**config.mk**
```make
export PLATFORM = sky130hd
export DESIGN_NAME = alu_decode_stage
export DESIGN_NICKNAME = d
export VERILOG_FILES = /design/src/rtl/alu_decode_stage.sv
export SDC_FILE = /design/constraint.sdc
export NUM_CORES = 1
export LEC_CHECK = 0
export ABC_CLOCK_PERIOD_IN_PS = 3290
export BUFFER_PORTS_ARGS = -buffer_cell sky130_fd_sc_hd__buf_2
export CORE_UTILIZATION = 30
export CTS_CLUSTER_SIZE = 30
export DETAILED_ROUTE_END_ITERATION = 8
export RECOVER_POWER = 50
export REMOVE_ABC_BUFFERS = 1
export SYNTH_ARGS = -nofsm -noshare
export SYNTH_HDL_FRONTEND = slang
export SYNTH_SLANG_ARGS = --single-unit
```
**constraint.sdc**
```tcl
create_clock -name clk -period 3.29 [get_ports clk]
set_input_delay 0.4935 -clock clk [delete_from_list [all_inputs] [get_ports clk]]
set_output_delay 0.4935 -clock clk [all_outputs]
set_load 0.05 [all_outputs]
```
**src/rtl/alu_decode_stage.sv**
```systemverilog
// alu_decode_stage: single-entry decode register between ID and EX.
// Decodes a MIPS instruction word into ALU controls, an extended immediate
// and a shift amount, with valid/ready handshaking and a flush input.
// Optional feature macro: ALU_DECODE_ILLEGAL_CNT_EN enables a saturating
// count of accepted instructions that decode to the undefined ALU op.
module alu_decode_stage (
  input  logic        clk,
  input  logic        reset_n,
  input  logic        in_valid,
  output logic        in_ready,
  input  logic [31:0] instr,
  input  logic        flush,
  output logic        out_valid,
  input  logic        out_ready,
  output logic [3:0]  aluOP,
  output logic [4:0]  shamt,
  output logic        alu_src_imm,
  output logic [31:0] imm32,
  output logic        illegal,
  output logic [15:0] illegal_cnt
);

  localparam logic [3:0] ALU_ADD   = 4'd0;
  localparam logic [3:0] ALU_SUB   = 4'd1;
  localparam logic [3:0] ALU_OR    = 4'd2;
  localparam logic [3:0] ALU_AND   = 4'd3;
  localparam logic [3:0] ALU_SLT   = 4'd4;
  localparam logic [3:0] ALU_SLL   = 4'd5;
  localparam logic [3:0] ALU_SRA   = 4'd6;
  localparam logic [3:0] ALU_UNDEF = 4'd7;

  logic [5:0]  opcode, funct;
  logic [3:0]  dec_op;
  logic        dec_src_imm;
  logic [31:0] dec_imm;
  logic        accept;

  logic        valid_q, valid_d;
  logic [3:0]  op_q, op_d;
  logic [4:0]  shamt_q, shamt_d;
  logic        src_q, src_d;
  logic [31:0] imm_q, imm_d;

  assign opcode   = instr[31:26];
  assign funct    = instr[5:0];
  assign in_ready = !valid_q || out_ready;
  // A flush squashes the incoming instruction even when the handshake fires.
  assign accept   = in_valid && in_ready && !flush;

  // Combinational instruction decode of the presented word.
  always_comb begin
    dec_op      = ALU_UNDEF;
    dec_src_imm = 1'b0;
    dec_imm     = {{16{instr[15]}}, instr[15:0]};
    if (opcode == 6'h00) begin
      unique case (funct)
        6'h20, 6'h21: dec_op = ALU_ADD;
        6'h22, 6'h23: dec_op = ALU_SUB;
        6'h24:        dec_op = ALU_AND;
        6'h25:        dec_op = ALU_OR;
        6'h2A:        dec_op = ALU_SLT;
        6'h00:        dec_op = ALU_SLL;
        6'h03:        dec_op = ALU_SRA;
        default:      dec_op = ALU_UNDEF;
      endcase
    end else begin
      unique case (opcode)
        6'h08, 6'h09, 6'h23, 6'h2B: begin dec_op = ALU_ADD; dec_src_imm = 1'b1; end
        6'h0C: begin dec_op = ALU_AND; dec_src_imm = 1'b1; end
        6'h0D: begin dec_op = ALU_OR;  dec_src_imm = 1'b1; end
        6'h0A: begin dec_op = ALU_SLT; dec_src_imm = 1'b1; end
        6'h04: dec_op = ALU_SUB;  // beq compares two registers
        default: dec_op = ALU_UNDEF;
      endcase
      // Logical immediates are zero-extended.
      if (opcode == 6'h0C || opcode == 6'h0D) dec_imm = {16'h0000, instr[15:0]};
    end
  end

  // Next-state for the payload register: load on accept, otherwise hold.
  always_comb begin
    valid_d = valid_q;
    op_d    = op_q;
    shamt_d = shamt_q;
    src_d   = src_q;
    imm_d   = imm_q;
    if (flush) begin
      valid_d = 1'b0;
    end else if (accept) begin
      valid_d = 1'b1;
      op_d    = dec_op;
      shamt_d = instr[10:6];
      src_d   = dec_src_imm;
      imm_d   = dec_imm;
    end else if (out_ready) begin
      valid_d = 1'b0;
    end
  end

  // Payload register with synchronous reset to the empty/undef state.
  always_ff @(posedge clk) begin
    if (!reset_n) begin
      valid_q <= 1'b0;
      op_q    <= ALU_UNDEF;
      shamt_q <= 5'd0;
      src_q   <= 1'b0;
      imm_q   <= 32'd0;
    end else begin
      valid_q <= valid_d;
      op_q    <= op_d;
      shamt_q <= shamt_d;
      src_q   <= src_d;
      imm_q   <= imm_d;
    end
  end

`ifdef ALU_DECODE_ILLEGAL_CNT_EN
  logic [15:0] cnt_q, cnt_d;

  // Saturating count of accepted (non-flushed) undefined instructions.
  always_comb begin
    cnt_d = cnt_q;
    if (accept && dec_op == ALU_UNDEF && cnt_q != 16'hFFFF) cnt_d = cnt_q + 16'd1;
  end

  // Counter register.
  always_ff @(posedge clk) begin
    if (!reset_n) cnt_q <= 16'd0;
    else          cnt_q <= cnt_d;
  end

  assign illegal_cnt = cnt_q;
`else
  assign illegal_cnt = 16'h0000;
`endif

  assign out_valid   = valid_q;
  assign aluOP       = op_q;
  assign shamt       = shamt_q;
  assign alu_src_imm = src_q;
  assign imm32       = imm_q;
  assign illegal     = valid_q && (op_q == ALU_UNDEF);

endmodule

```
# --- Word level (Yosys, flattened, before mapping) ---
# Cells that the tools add are included.
op_classes:
  n_eq_ne: 17
  mux: 9
  bitwise_logic: 2
  n_reduce_logical: 16
ops:
  columns: ["op", "count"]
  rows:
  - ["2-to-1 mux 32 bit", 2]
  - ["== test 6 bit, second input constant", 9]
  - ["== test 6 x 4 -> 1 bit, second input constant", 5]
  - ["case mux 3 bit (7 select lines)", 1]
  - ["case mux 3 bit (5 select lines)", 1]
  - ["zero test 6 bit", 2]
  - ["OR reduction 7 bit", 1]
  - ["== test 6 x 2 -> 1 bit, second input constant", 1]
  - ["== test 6 x 3 -> 1 bit, second input constant", 1]
  - ["OR reduction 2 bit", 3]
  - ["== test 4 x 3 -> 1 bit, second input constant", 1]
  - ["2-to-1 mux 1 bit", 4]
  - ["2-to-1 mux 4 bit", 1]
  - ["OR reduction 4 bit", 1]
  - ["logical AND 1 bit", 3]
  - ["zero test 1 bit", 2]
  - ["logical OR 1 bit", 2]
  - ["NOT 1 bit", 2]
  - ["AND reduction 2 bit", 1]
  - ["nonzero test 2 bit", 1]
word_totals:
  reg_bits: 43
  out_inout_bits: 61

# --- Logic depth before layout (Yosys ltp) ---
logic_depth:
  word_depth: 5
  depth_mapped: 5

# --- Worst setup path before layout ---
# No wires, ideal clock.
synth_path:
  path_type: "register to register"
  startpoint: "register valid_q, in the netlist out_valid"
  endpoint: "register op_q[0], in the netlist aluOP[0]"
  setup_time_ps: 126
  arrival_time_ps: 1858
  path_slack_ps: 1306
  path_stages_with_launch: 6
  n_path_buf: 1
  synth_period_minus_slack_ps: 1984
  cell_sequence: "dfxtp_1 > nand2b_1 > and2_1 > clkbuf_1 > o32ai_1 > a31oi_1"
synth_between:
  elab_chain_len: 5
synth_rtl:
  columns: ["element", "line_no", "source"]
  rows:
  - ["start, declared", "38", "logic valid_q, valid_d;"]
  - ["start signal, assigned", "109", "valid_q <= valid_d;"]
  - ["zero test 1 bit", "46", "assign in_ready = !valid_q || out_ready;"]
  - ["logical OR 1 bit", "46", null]
  - ["via in_ready", "10", "output logic in_ready,"]
  - ["logical AND 1 bit (2 in a row)", "48", "assign accept = in_valid && in_ready && !flush;"]
  - ["AND reduction 2 bit (no source line)", null, null]
  - ["end signal, assigned", "110", "op_q <= op_d;"]
  - ["end, declared", "39", "logic [3:0] op_q, op_d;"]
# The timed path passes the listed nets, and every way through them passes these cells.
# A chain may end at the register's enable or synchronous reset.

# --- Final worst setup path ---
layout_path:
  startpoint: "input flush"
  endpoint: "register op_q[0], in the netlist aluOP[0]"
layout_between:
  elab_chain_len: 3
  elab_cells_between_ends: 4
layout_rtl:
  columns: ["element", "line_no", "source"]
  rows:
  - ["start, declared", "12", "input logic flush,"]
  - ["zero test 1 bit", "48", null]
  - ["logical AND 1 bit", "48", null]
  - ["AND reduction 2 bit (no source line) *", null, null]
# Mark *: on every way between the ends. The rest lies on a longest branch, timed or not.

==> results.cfg <==
[timing]
finalSetupTns_ns = 0
slew_headroom = 0.2926
tightest_slew_ns = 1.060
setup_violations = 0
period_share = 0.6035
drv_slew = 0
rsz0062_at_grt = no
layout_min_cycle_time_ns = 1.986
fmax_mhz = 503.6
clock_skew_ns = 0.006768
hold_viol = 0

[clock_network]
ctsHoldBuffers = 0
postCtsSetupRepairBufs = 0
cts_root_buffer = clkbuf_8
cts_tree = done
htreeDepth = 1
cts.sinks = 22
numCtsBuffers = 3
cts_resized = 0
path_clk_slew_ns = 0.08
cts_buffer_depth = 2
insertion_delay_ns = 0.26

[synthesis]
synth_cell_type_count = 35
async_flop_share = 0
synthSimpleGateAreaFrac = 0.2516
synthesis.area_um2 = 1338
synth_top_cell_by_area = dfxtp_1
synth_top_family_by_area = simple AND/OR/NAND/NOR gates
synthesis.yosys.warnings = 0
synth_cells = 174
ys_seq_elements = 22
yosysSeqAreaShare = 0.3293
synth_compound_area_frac = 0.1749
synth_top_area_frac = 0.3293
avgSynthCellArea_um2 = 7.687
synth.most_common_cell = buf_4
synth_area_leaders = dfxtp_1, buf_4, nand2_1
synth_fa_ha_area_frac = 0
synthXorXnorAreaFrac = 0
yosys-mux-area-fraction = 0.007484
synthTopCellsByCount = buf_4, nand2_1, a21oi_1
synth-edff-count = 0
synthFlopType = dfxtp_1

[worst_setup_path]
max_stage_delay_ns = 0.88
path_cells = clkbuf_1 -> nor2b_1 -> and2_0 -> and3_2 -> a31oi_1
cp_num_buf_inv = 1
path_max_fanout = 20
crit_family = simple AND/OR/NAND/NOR gates
endpoint_kind = flip-flop
crit_type = in -> reg
worstPathRequired_ns = 3.43
crit_slowest_cell = and2_0
startpoint_type = input pin
arrival_ns = 2.13

[grt]
top_usage_layer = met2
met2_usage = 0.2059
grt_max_degree = 24
grt_overflow = 0
grtUsageMet1 = 0.1546
grt_use_total = 0.1219
grt_pass1_wl_um = 4264
antenna_found_initial = 0
use_met3 = 0.04441
grt_pass1_vias = 931

[drt]
post-route-drc-count = 0
wl_per_cell_um = 11.10
wl_um = 3009
vias = 1232
drtIter0Drc = 47
vias_per_cell = 4.546
antenna_left = 0
drtPass1Iterations = 4

[placement]
postPlaceCellArea_um2 = 1513
dp_hpwl_um = 2185
portBuffers = 70
place_congestion = 0.7518

[floorplanning]
start_util = 0.3228
die-width_um = 68.77
core_um2 = 4144
die-area_um2 = 4729
io_pins = 98
die_h_um = 68.77
fp-row-count = 23

[cells_and_area]
design_area_um2 = 1515
drive_gt1_frac = 0.2217
areaGrowthSynthToFinish_pct = 13.28
antenna_cells = 0
final_net_count = 259

[pwr]
power_leakage_nw = 0.6703
pwr_density_cell_nw_per_um2 = 458.2
vdd_drop_max_v = 0.0002959
p_total_w = 0.0006943

[job]
maxCapViolations = 0

[status]
status = finished clean

[hold_path]
worst_hold_path_type = in -> reg
## report_power, final
part | internal (W) | total [W] | switching, W
registers | 0.000278 | 0.000286 | 0.00000776
logic | 0.0000421 | 0.000218 | 0.000176
clock network | 0.000107 | 0.000191 | 0.0000843
total | 0.000426 | 0.000694 | 0.000268
## logic make-up (layout without fill, tap and decap cells)
| logic type | count (synthesis) | count (layout) |
|---|---|---|
| flops | 22 | 22 |
| compound gates | 39 | 39 |
| other cells | 1 | 17 |
| mux | 1 | 1 |
| buf+inv | 46 | 77 |
| simple gates | 65 | 65 |
## worst paths after layout
path	slack, ns	depth (start not counted)	end	from
max	1.30	5	aluOP[0]	flush
min	0.45	2	out_valid	flush
max reg2reg	1.38	4	aluOP[0]	out_valid
min reg2reg	0.46	2	imm32[2]	imm32[2]
## cell usage in the layout (no fill, tap or decap), types with 3 or more instances in the layout
| cell type | Yosys | layout |
|---|---|---|
| a21oi_1 | 24 | 24 |
| buf_2 | 1 | 40 |
| clkbuf_1 | 6 | 30 |
| clkbuf_8 | 0 | 4 |
| conb_1 | 1 | 17 |
| dfxtp_1 | 22 | 22 |
| nand2_1 | 36 | 36 |
| nand3b_1 | 3 | 3 |
| nor2_1 | 7 | 7 |
| nor2b_1 | 4 | 4 |
## layer usage
layer,part of all wire,vias to the layer above
met3,0.078,2
met5,0,-
met2,0.46,61
li1,-,622
met1,0.46,547
met4,0.0020,0
## sequential cells by signal (all words and copies together) (netlist names)
name,cells
shamt,4
imm32,13
out_valid,1
alu_src_imm,1
aluOP,3
## cell type report
cell class                 count  area [µm²]
tap                           50       62.56
fill                         471        2629
multi-input combinational    122       629.4
sequential                    22       440.4
clock buffer                   4       55.05
timing repair buffer          71       320.3
inverter                       2       7.507
## stage by stage
stage	std cells	hold WS, ns	util	setup slack [ns]
after CTS	271	0.4074	0.3783	1.538
final	271	0.4528	0.3656	1.304
after global routing	271	0.4480	0.3656	1.138
after detailed placement	267	0.4437	0.3650	1.254
after floorplan	146	0.5663	-	-2.637
after global placement	267	0.4405	0.3650	1.273
No activity file was read; power rests on OpenSTA's default activity.
